`config.mk`:
```
export PLATFORM = sky130hd
export DESIGN_NAME = ascon_serial_if_flat
export DESIGN_NICKNAME = d
export VERILOG_FILES = /design/src/rtl/ascon_serial_if_if.sv /design/src/rtl/ascon_serial_if.sv /design/src/flat_wrapper.sv
export SDC_FILE = /design/constraint.sdc
export NUM_CORES = 2
export LEC_CHECK = 0
export ABC_AREA = 1
export CAP_MARGIN = 10
export CORE_AREA = 2 2 255 257
export DETAILED_ROUTE_END_ITERATION = 10
export DIE_AREA = 0 0 257 259
export GPL_ROUTABILITY_DRIVEN = 0
export MAX_ROUTING_LAYER = met4
export PLACE_DENSITY = 0.67
export SYNTH_ARGS = -nofsm -noshare
export SYNTH_HDL_FRONTEND = slang
export SYNTH_SLANG_ARGS = --single-unit
```
`constraint.sdc`:
```
create_clock -name clk -period 26.7 [get_ports clk]
set_input_delay 5.34 -clock clk [delete_from_list [all_inputs] [get_ports clk]]
set_output_delay 5.34 -clock clk [all_outputs]
set_load 0.1 [all_outputs]
```
`src/rtl/ascon_serial_if_if.sv`:
```
// Bundles the serial GPIO pins and the parallel core-side bus of the ASCON
// serial front end. slave = device side, master = pads/core side.
interface ascon_serial_if_if #(
   parameter int K = 128,
   parameter int Y = 104,
   parameter int L = 40,
   parameter int N = 128,
   parameter int T = 128
);
   logic         key_si;
   logic         nonce_si;
   logic         ad_si;
   logic         data_si;
   logic         start_i;
   logic         decrypt_i;
   logic [K-1:0] key_o;
   logic [N-1:0] nonce_o;
   logic [L-1:0] ad_o;
   logic [Y-1:0] data_o;
   logic         decrypt_o;
   logic         core_start_o;
   logic         core_done_i;
   logic [Y-1:0] core_data_i;
   logic [T-1:0] core_tag_i;
   logic         data_so;
   logic         tag_so;
   logic         ready_o;

   modport slave (
      input  key_si, nonce_si, ad_si, data_si, start_i, decrypt_i,
             core_done_i, core_data_i, core_tag_i,
      output key_o, nonce_o, ad_o, data_o, decrypt_o, core_start_o,
             data_so, tag_so, ready_o
   );

   modport master (
      output key_si, nonce_si, ad_si, data_si, start_i, decrypt_i,
             core_done_i, core_data_i, core_tag_i,
      input  key_o, nonce_o, ad_o, data_o, decrypt_o, core_start_o,
             data_so, tag_so, ready_o
   );
endinterface

```
`src/rtl/ascon_serial_if.sv`:
```
// Serial front end of the ASCON core: shifts key/nonce/AD/data in MSB first,
// fires a single start pulse to the core, captures the result and shifts
// data and tag back out after a short hold, flagging ready throughout.
module ascon_serial_if #(
   parameter int K       = 128,
   parameter int Y       = 104,
   parameter int L       = 40,
   parameter int N       = 128,
   parameter int T       = 128,
   parameter int OUT_DLY = 4
) (
   input logic              clk,
   input logic              rst,
   ascon_serial_if_if.slave bus
);
   localparam int MAXKY   = (K > Y) ? K : Y;
   localparam int MAXLN   = (L > N) ? L : N;
   localparam int MAXW    = (MAXKY > MAXLN) ? MAXKY : MAXLN;
   localparam int MAXO    = (Y > T) ? Y : T;
   localparam int MAXWO   = (MAXW > MAXO) ? MAXW : MAXO;
   localparam int CNT_MAX = (MAXWO > OUT_DLY) ? MAXWO : OUT_DLY;
   localparam int CW      = $clog2(CNT_MAX + 1);

   typedef enum logic [2:0] {
      S_LOAD, S_WAIT, S_RUN, S_HOLD, S_UNLOAD, S_DONE
   } state_t;

   state_t        state_q, state_d;
   logic [CW-1:0] cnt_q, cnt_d;
   logic [K-1:0]  key_q, key_d;
   logic [N-1:0]  nonce_q, nonce_d;
   logic [L-1:0]  ad_q, ad_d;
   logic [Y-1:0]  data_q, data_d;
   logic          decrypt_q, decrypt_d;
   logic          core_start_q, core_start_d;
   logic [Y-1:0]  dsr_q, dsr_d;   // result data shift register
   logic [T-1:0]  tsr_q, tsr_d;   // tag shift register
   logic          ready_q, ready_d;

   // Next-state logic. Fields shift left so that after W samples the first
   // bit sits at the MSB; shorter fields simply stop shifting once full.
   // The output shift registers fill with zeros, which makes the tail of the
   // data stream and the DONE state read 0 without extra muxing.
   always_comb begin
      state_d      = state_q;
      cnt_d        = cnt_q;
      key_d        = key_q;
      nonce_d      = nonce_q;
      ad_d         = ad_q;
      data_d       = data_q;
      decrypt_d    = decrypt_q;
      core_start_d = 1'b0;
      dsr_d        = dsr_q;
      tsr_d        = tsr_q;
      ready_d      = ready_q;
      case (state_q)
         S_LOAD: begin
            if (cnt_q < CW'(K)) key_d   = {key_q[K-2:0],   bus.key_si};
            if (cnt_q < CW'(N)) nonce_d = {nonce_q[N-2:0], bus.nonce_si};
            if (cnt_q < CW'(L)) ad_d    = {ad_q[L-2:0],    bus.ad_si};
            if (cnt_q < CW'(Y)) data_d  = {data_q[Y-2:0],  bus.data_si};
            cnt_d = cnt_q + CW'(1);
            if (cnt_q == CW'(MAXW - 1)) begin
               state_d = S_WAIT;
               cnt_d   = '0;
            end
         end
         S_WAIT: begin
            if (bus.start_i) begin
               decrypt_d    = bus.decrypt_i;
               core_start_d = 1'b1;
               state_d      = S_RUN;
            end
         end
         S_RUN: begin
            if (bus.core_done_i) begin
               dsr_d   = bus.core_data_i;
               tsr_d   = bus.core_tag_i;
               ready_d = 1'b1;
               state_d = S_HOLD;
               cnt_d   = '0;
            end
         end
         S_HOLD: begin
            cnt_d = cnt_q + CW'(1);
            if (cnt_q == CW'(OUT_DLY - 1)) begin
               state_d = S_UNLOAD;
               cnt_d   = '0;
            end
         end
         S_UNLOAD: begin
            dsr_d = {dsr_q[Y-2:0], 1'b0};
            tsr_d = {tsr_q[T-2:0], 1'b0};
            cnt_d = cnt_q + CW'(1);
            if (cnt_q == CW'(MAXO - 1)) begin
               state_d = S_DONE;
               cnt_d   = '0;
            end
         end
         default: ;  // S_DONE: parked until reset
      endcase
   end

   // State and datapath registers, all cleared by reset.
   always_ff @(posedge clk or posedge rst) begin
      if (rst) begin
         state_q      <= S_LOAD;
         cnt_q        <= '0;
         key_q        <= '0;
         nonce_q      <= '0;
         ad_q         <= '0;
         data_q       <= '0;
         decrypt_q    <= 1'b0;
         core_start_q <= 1'b0;
         dsr_q        <= '0;
         tsr_q        <= '0;
         ready_q      <= 1'b0;
      end else begin
         state_q      <= state_d;
         cnt_q        <= cnt_d;
         key_q        <= key_d;
         nonce_q      <= nonce_d;
         ad_q         <= ad_d;
         data_q       <= data_d;
         decrypt_q    <= decrypt_d;
         core_start_q <= core_start_d;
         dsr_q        <= dsr_d;
         tsr_q        <= tsr_d;
         ready_q      <= ready_d;
      end
   end

   assign bus.key_o        = key_q;
   assign bus.nonce_o      = nonce_q;
   assign bus.ad_o         = ad_q;
   assign bus.data_o       = data_q;
   assign bus.decrypt_o    = decrypt_q;
   assign bus.core_start_o = core_start_q;
   assign bus.data_so      = dsr_q[Y-1];
   assign bus.tag_so       = tsr_q[T-1];
   assign bus.ready_o      = ready_q;
endmodule

```
`src/flat_wrapper.sv`:
```
// flat-port wrapper written by rule: the top's interface ports become plain ports
module ascon_serial_if_flat 
#(
   parameter int K       = 128,
   parameter int Y       = 104,
   parameter int L       = 40,
   parameter int N       = 128,
   parameter int T       = 128,
   parameter int OUT_DLY = 4
)
  (clk, rst, bus_key_si, bus_nonce_si, bus_ad_si, bus_data_si, bus_start_i, bus_decrypt_i, bus_core_done_i, bus_core_data_i, bus_core_tag_i, bus_key_o, bus_nonce_o, bus_ad_o, bus_data_o, bus_decrypt_o, bus_core_start_o, bus_data_so, bus_tag_so, bus_ready_o);
  ascon_serial_if_if #(.K(K), .Y(Y), .L(L), .N(N), .T(T)) bus_i ();
  input logic clk;
  input logic rst;
  input wire logic [$bits(bus_i.key_si)-1:0] bus_key_si;
  input wire logic [$bits(bus_i.nonce_si)-1:0] bus_nonce_si;
  input wire logic [$bits(bus_i.ad_si)-1:0] bus_ad_si;
  input wire logic [$bits(bus_i.data_si)-1:0] bus_data_si;
  input wire logic [$bits(bus_i.start_i)-1:0] bus_start_i;
  input wire logic [$bits(bus_i.decrypt_i)-1:0] bus_decrypt_i;
  input wire logic [$bits(bus_i.core_done_i)-1:0] bus_core_done_i;
  input wire logic [$bits(bus_i.core_data_i)-1:0] bus_core_data_i;
  input wire logic [$bits(bus_i.core_tag_i)-1:0] bus_core_tag_i;
  output wire logic [$bits(bus_i.key_o)-1:0] bus_key_o;
  output wire logic [$bits(bus_i.nonce_o)-1:0] bus_nonce_o;
  output wire logic [$bits(bus_i.ad_o)-1:0] bus_ad_o;
  output wire logic [$bits(bus_i.data_o)-1:0] bus_data_o;
  output wire logic [$bits(bus_i.decrypt_o)-1:0] bus_decrypt_o;
  output wire logic [$bits(bus_i.core_start_o)-1:0] bus_core_start_o;
  output wire logic [$bits(bus_i.data_so)-1:0] bus_data_so;
  output wire logic [$bits(bus_i.tag_so)-1:0] bus_tag_so;
  output wire logic [$bits(bus_i.ready_o)-1:0] bus_ready_o;
  assign bus_i.key_si = bus_key_si;
  assign bus_i.nonce_si = bus_nonce_si;
  assign bus_i.ad_si = bus_ad_si;
  assign bus_i.data_si = bus_data_si;
  assign bus_i.start_i = bus_start_i;
  assign bus_i.decrypt_i = bus_decrypt_i;
  assign bus_i.core_done_i = bus_core_done_i;
  assign bus_i.core_data_i = bus_core_data_i;
  assign bus_i.core_tag_i = bus_core_tag_i;
  assign bus_key_o = bus_i.key_o;
  assign bus_nonce_o = bus_i.nonce_o;
  assign bus_ad_o = bus_i.ad_o;
  assign bus_data_o = bus_i.data_o;
  assign bus_decrypt_o = bus_i.decrypt_o;
  assign bus_core_start_o = bus_i.core_start_o;
  assign bus_data_so = bus_i.data_so;
  assign bus_tag_so = bus_i.tag_so;
  assign bus_ready_o = bus_i.ready_o;
  ascon_serial_if #(.K(K), .Y(Y), .L(L), .N(N), .T(T), .OUT_DLY(OUT_DLY)) u_core (.clk(clk), .rst(rst), .bus(bus_i));
endmodule
```
==> flow_summary_export.csv <==
group,metric,value,unit
worst_setup_path,critPathTopFamily,"simple AND/OR/NAND/NOR gates",
global_routing,antenna_found_initial,23,
clock_tree,postCtsSetupBuffers,0,
global_routing,grt-ovfl-total,0,
cells_and_area,final_common_cell,"dfrtp_1",
cells_and_area,num-nets-final,3499,
timing,maxSlewHeadroom,0.169,
timing,setup_violations,0,
global_routing,grt_usage,0.231,
hold_path,hold_class,"reg2reg",
floorplan,core_area,0.0639,mm²
clock_tree,cts.sinks,646,
worst_setup_path,slowest_stage,"nand2_8",
worst_setup_path,cp_data_arrival_time,8960,ps
worst_setup_path,critPathBufInv,2,
logic_synthesis,ys_warn_count,0,
timing,hold_viol,0,
floorplan,die_w,257,µm
worst_setup_path,critPathLaunchType,"input port",
cells_and_area,regArea,0.0162,mm²
timing,grt_setup_unrepaired,"no",
logic_synthesis,syn_area,0.0252,mm²
route,wl_met2,37100,µm
clock_tree,clk_pin_slew_worst_paths,60,ps
route,drtAntennaViolNets,0,
logic_synthesis,synth_area_per_cell,9.39,µm²
pwr,p_leak,15.6,nW
placement,place_area,0.0321,mm²
worst_setup_path,critPathRequiredTime,27220,ps
timing,finClkSkew,20.8,ps
cells_and_area,fill_cells,5673,
timing,setup_tns,0,ps
logic_synthesis,synth_cell_types,28,
cells_and_area,multi_input_area,0.00725,mm²
clock_tree,cts_root_buffer,"clkbuf_16",
route,wl,76200,µm
timing,min_period,8440,ps
cells_and_area,layout_common_cells,"646 x dfrtp_1, 645 x clkdlybuf4s50_1, 619 x nor2_1",
floorplan,initial_core_util,0.395,
global_routing,grt_first_pass_wirelength,116000,µm
route,wl_per_cell,18.2,µm
pwr,ir_worst_vdd,0.0000553,V
route,vias,20200,
logic_synthesis,synth.yosys.seq_area_share,0.641,
floorplan,fp.dieH,259,µm
logic_synthesis,syn_inst,2686,
global_routing,grt_max_degree,305,
placement,portBuffers,645,
logic_synthesis,ys_ff_latch,646,
clock_tree,htree_levels,3,
clock_tree,numCtsBuffers,71,
clock_tree,cts_hold_buf,0,
worst_setup_path,worstSetupPathType,"in2reg",
logic_synthesis,synth_fp_nets,2928,
timing,worstMarginPinSlew,1250,ps
cells_and_area,syn2layout_area_growth,36.7,%
route,first_pass_iters,5,
clock_tree,clockBufferDepth,3,
floorplan,rows,93,
worst_setup_path,cpMostUsedCell,"nor2_1",
route,wl_met3,5290,µm
clock_tree,cts_resized,0,
pwr,p_per_area,63.5,mW/mm²
floorplan,dieArea,0.0666,mm²
route,met1Wirelength,30800,µm
worst_setup_path,cp_cell_sequence,"clkdlybuf4s50_1 > nand4_4 > nand2_8 > buf_4 > nor2_1 > nor2_1",
route,viasPerCell,4.81,
global_routing,grt_pass1_vias,19700,
clock_tree,tritoncts,"built",
worst_setup_path,end_kind,"flop",
route,route.detailed.drc,0,
worst_setup_path,crit_fanout,136,
route,drt_iter0_drc,1600,
timing,post-route-period-util,0.316,
cells_and_area,fin_area,0.0345,mm²
clock_tree,clk_latency,610,ps
placement,dp_hpwl,52500,µm
worst_setup_path,critPathMaxStageDelay,1020,ps
outcome,status,"complete, no violations",
timing,fmax,118,MHz
timing,slew_viol_final,0,
cells_and_area,drive_gt1_frac,0.0401,
route,route.top_layer_used,"met4",
floorplan,num_io_pins,646,
flow_run,drv_cap,0,
cell families (layout without fill, tap and decap cells):
logic type,count (synthesis),count (layout),synth area share
simple gates,955,955,0.146
compound gates,642,642,0.139
buf+inv,440,1068,0.0726
fa+ha+maj,1,1,0.000496
flops,646,646,0.641
xor+xnor,2,2,0.000694
other cells,0,25,0
state kept, by name, indices dropped and copies added, names as in the netlist:
register and count:
u_core.bus.decrypt_o 1, u_core.bus.key_o 128, u_core.bus.data_o 104, u_core.bus.core_start_o 1
u_core.bus.nonce_o 128, u_core.bus.ad_o 40, u_core.bus.ready_o 1, u_core.tsr_q 128
u_core.state_q 3, u_core.dsr_q 104, u_core.cnt_q 8
power breakdown:
part,switching [W],internal (W),total [W]
combinational,0.000152,0.0000621,0.000214
sequential,0.0000114,0.000994,0.00101
clock,0.000404,0.000567,0.000972
total,0.000568,0.00162,0.00219
final cells by class:
class	instances	share of cell area
Sequential cell	646	0.469
Multi-Input combinational cell	1600	0.210
Timing Repair Buffer	662	0.191
Clock buffer	112	0.0612
Tap cell	855	0.0310
Inverter	276	0.0303
Clock inverter	18	0.00573
Antenna cell	25	0.00181
cell usage after synthesis:
master | n | area [µm²]
dfrtp_1 | 646 | 16200
nor2_1 | 619 | 2320
nand2_1 | 303 | 1140
inv_1 | 274 | 1030
o22ai_1 | 228 | 1430
o21ai_0 | 155 | 776
a21oi_1 | 149 | 746
o21ai_1 | 104 | 521
buf_2 | 73 | 365
clkbuf_1 | 55 | 206
nand3_1 | 19 | 95.1
buf_1 | 18 | 67.6
buf_4 | 13 | 97.6
nand4_1 | 8 | 50.1
buf_6 | 5 | 56.3
a31oi_1 | 2 | 12.5
nand2_4 | 2 | 22.5
o211ai_1 | 2 | 15.0
xor2_1 | 2 | 17.5
ha_1 | 1 | 12.5
inv_2 | 1 | 3.75
inv_4 | 1 | 6.26
nand3_4 | 1 | 17.5
nand4_4 | 1 | 21.3
nor2_2 | 1 | 6.26
nor2_4 | 1 | 11.3
o21a_1 | 1 | 7.51
o21ai_4 | 1 | 16.3
worst reg2reg max path: stages (launching register included):
cell and delay [ps]:
dfrtp_1 500, inv_4 180, nand4_4 790, nand2_8 1020
buf_4 910, nor2_1 200, nor2_1 140
worst paths after layout:
path                       depth (start not counted)  slack, ps                  end                from
max                                                6      18260     u_core.dsr_q[63]     bus_core_done_i
min                                                2        480   u_core.bus.ready_o  u_core.bus.ready_o
max reg2reg                                        6      22890     u_core.dsr_q[63]   u_core.state_q[2]
min reg2reg                                        2        480   u_core.bus.ready_o  u_core.bus.ready_o
max in group asynchronous                          5      18370     u_core.dsr_q[91]                 rst
min in group asynchronous                          2       5280  u_core.bus.ad_o[28]                 rst
through the flow:
step	instances	setup WS, ps	total power [W]	hold WS (ps)	util
CTS	4169	18190	0.00222	471	0.539
global placement	4039	17520	0.00124	454	0.503
finish	4194	18260	0.00219	484	0.540
floorplan	2686	3260	0.00115	449	-
global route	4192	17760	0.00226	492	0.540
detailed placement	4039	17530	0.00124	455	0.503
layer usage:
metal  GRT usage  up-vias
li1            -     9853
met4       0.109        0
met3      0.0637      137
met5           -        -
met2       0.364      531
met1       0.276     9651
Power figures use the tool's default switching activity.
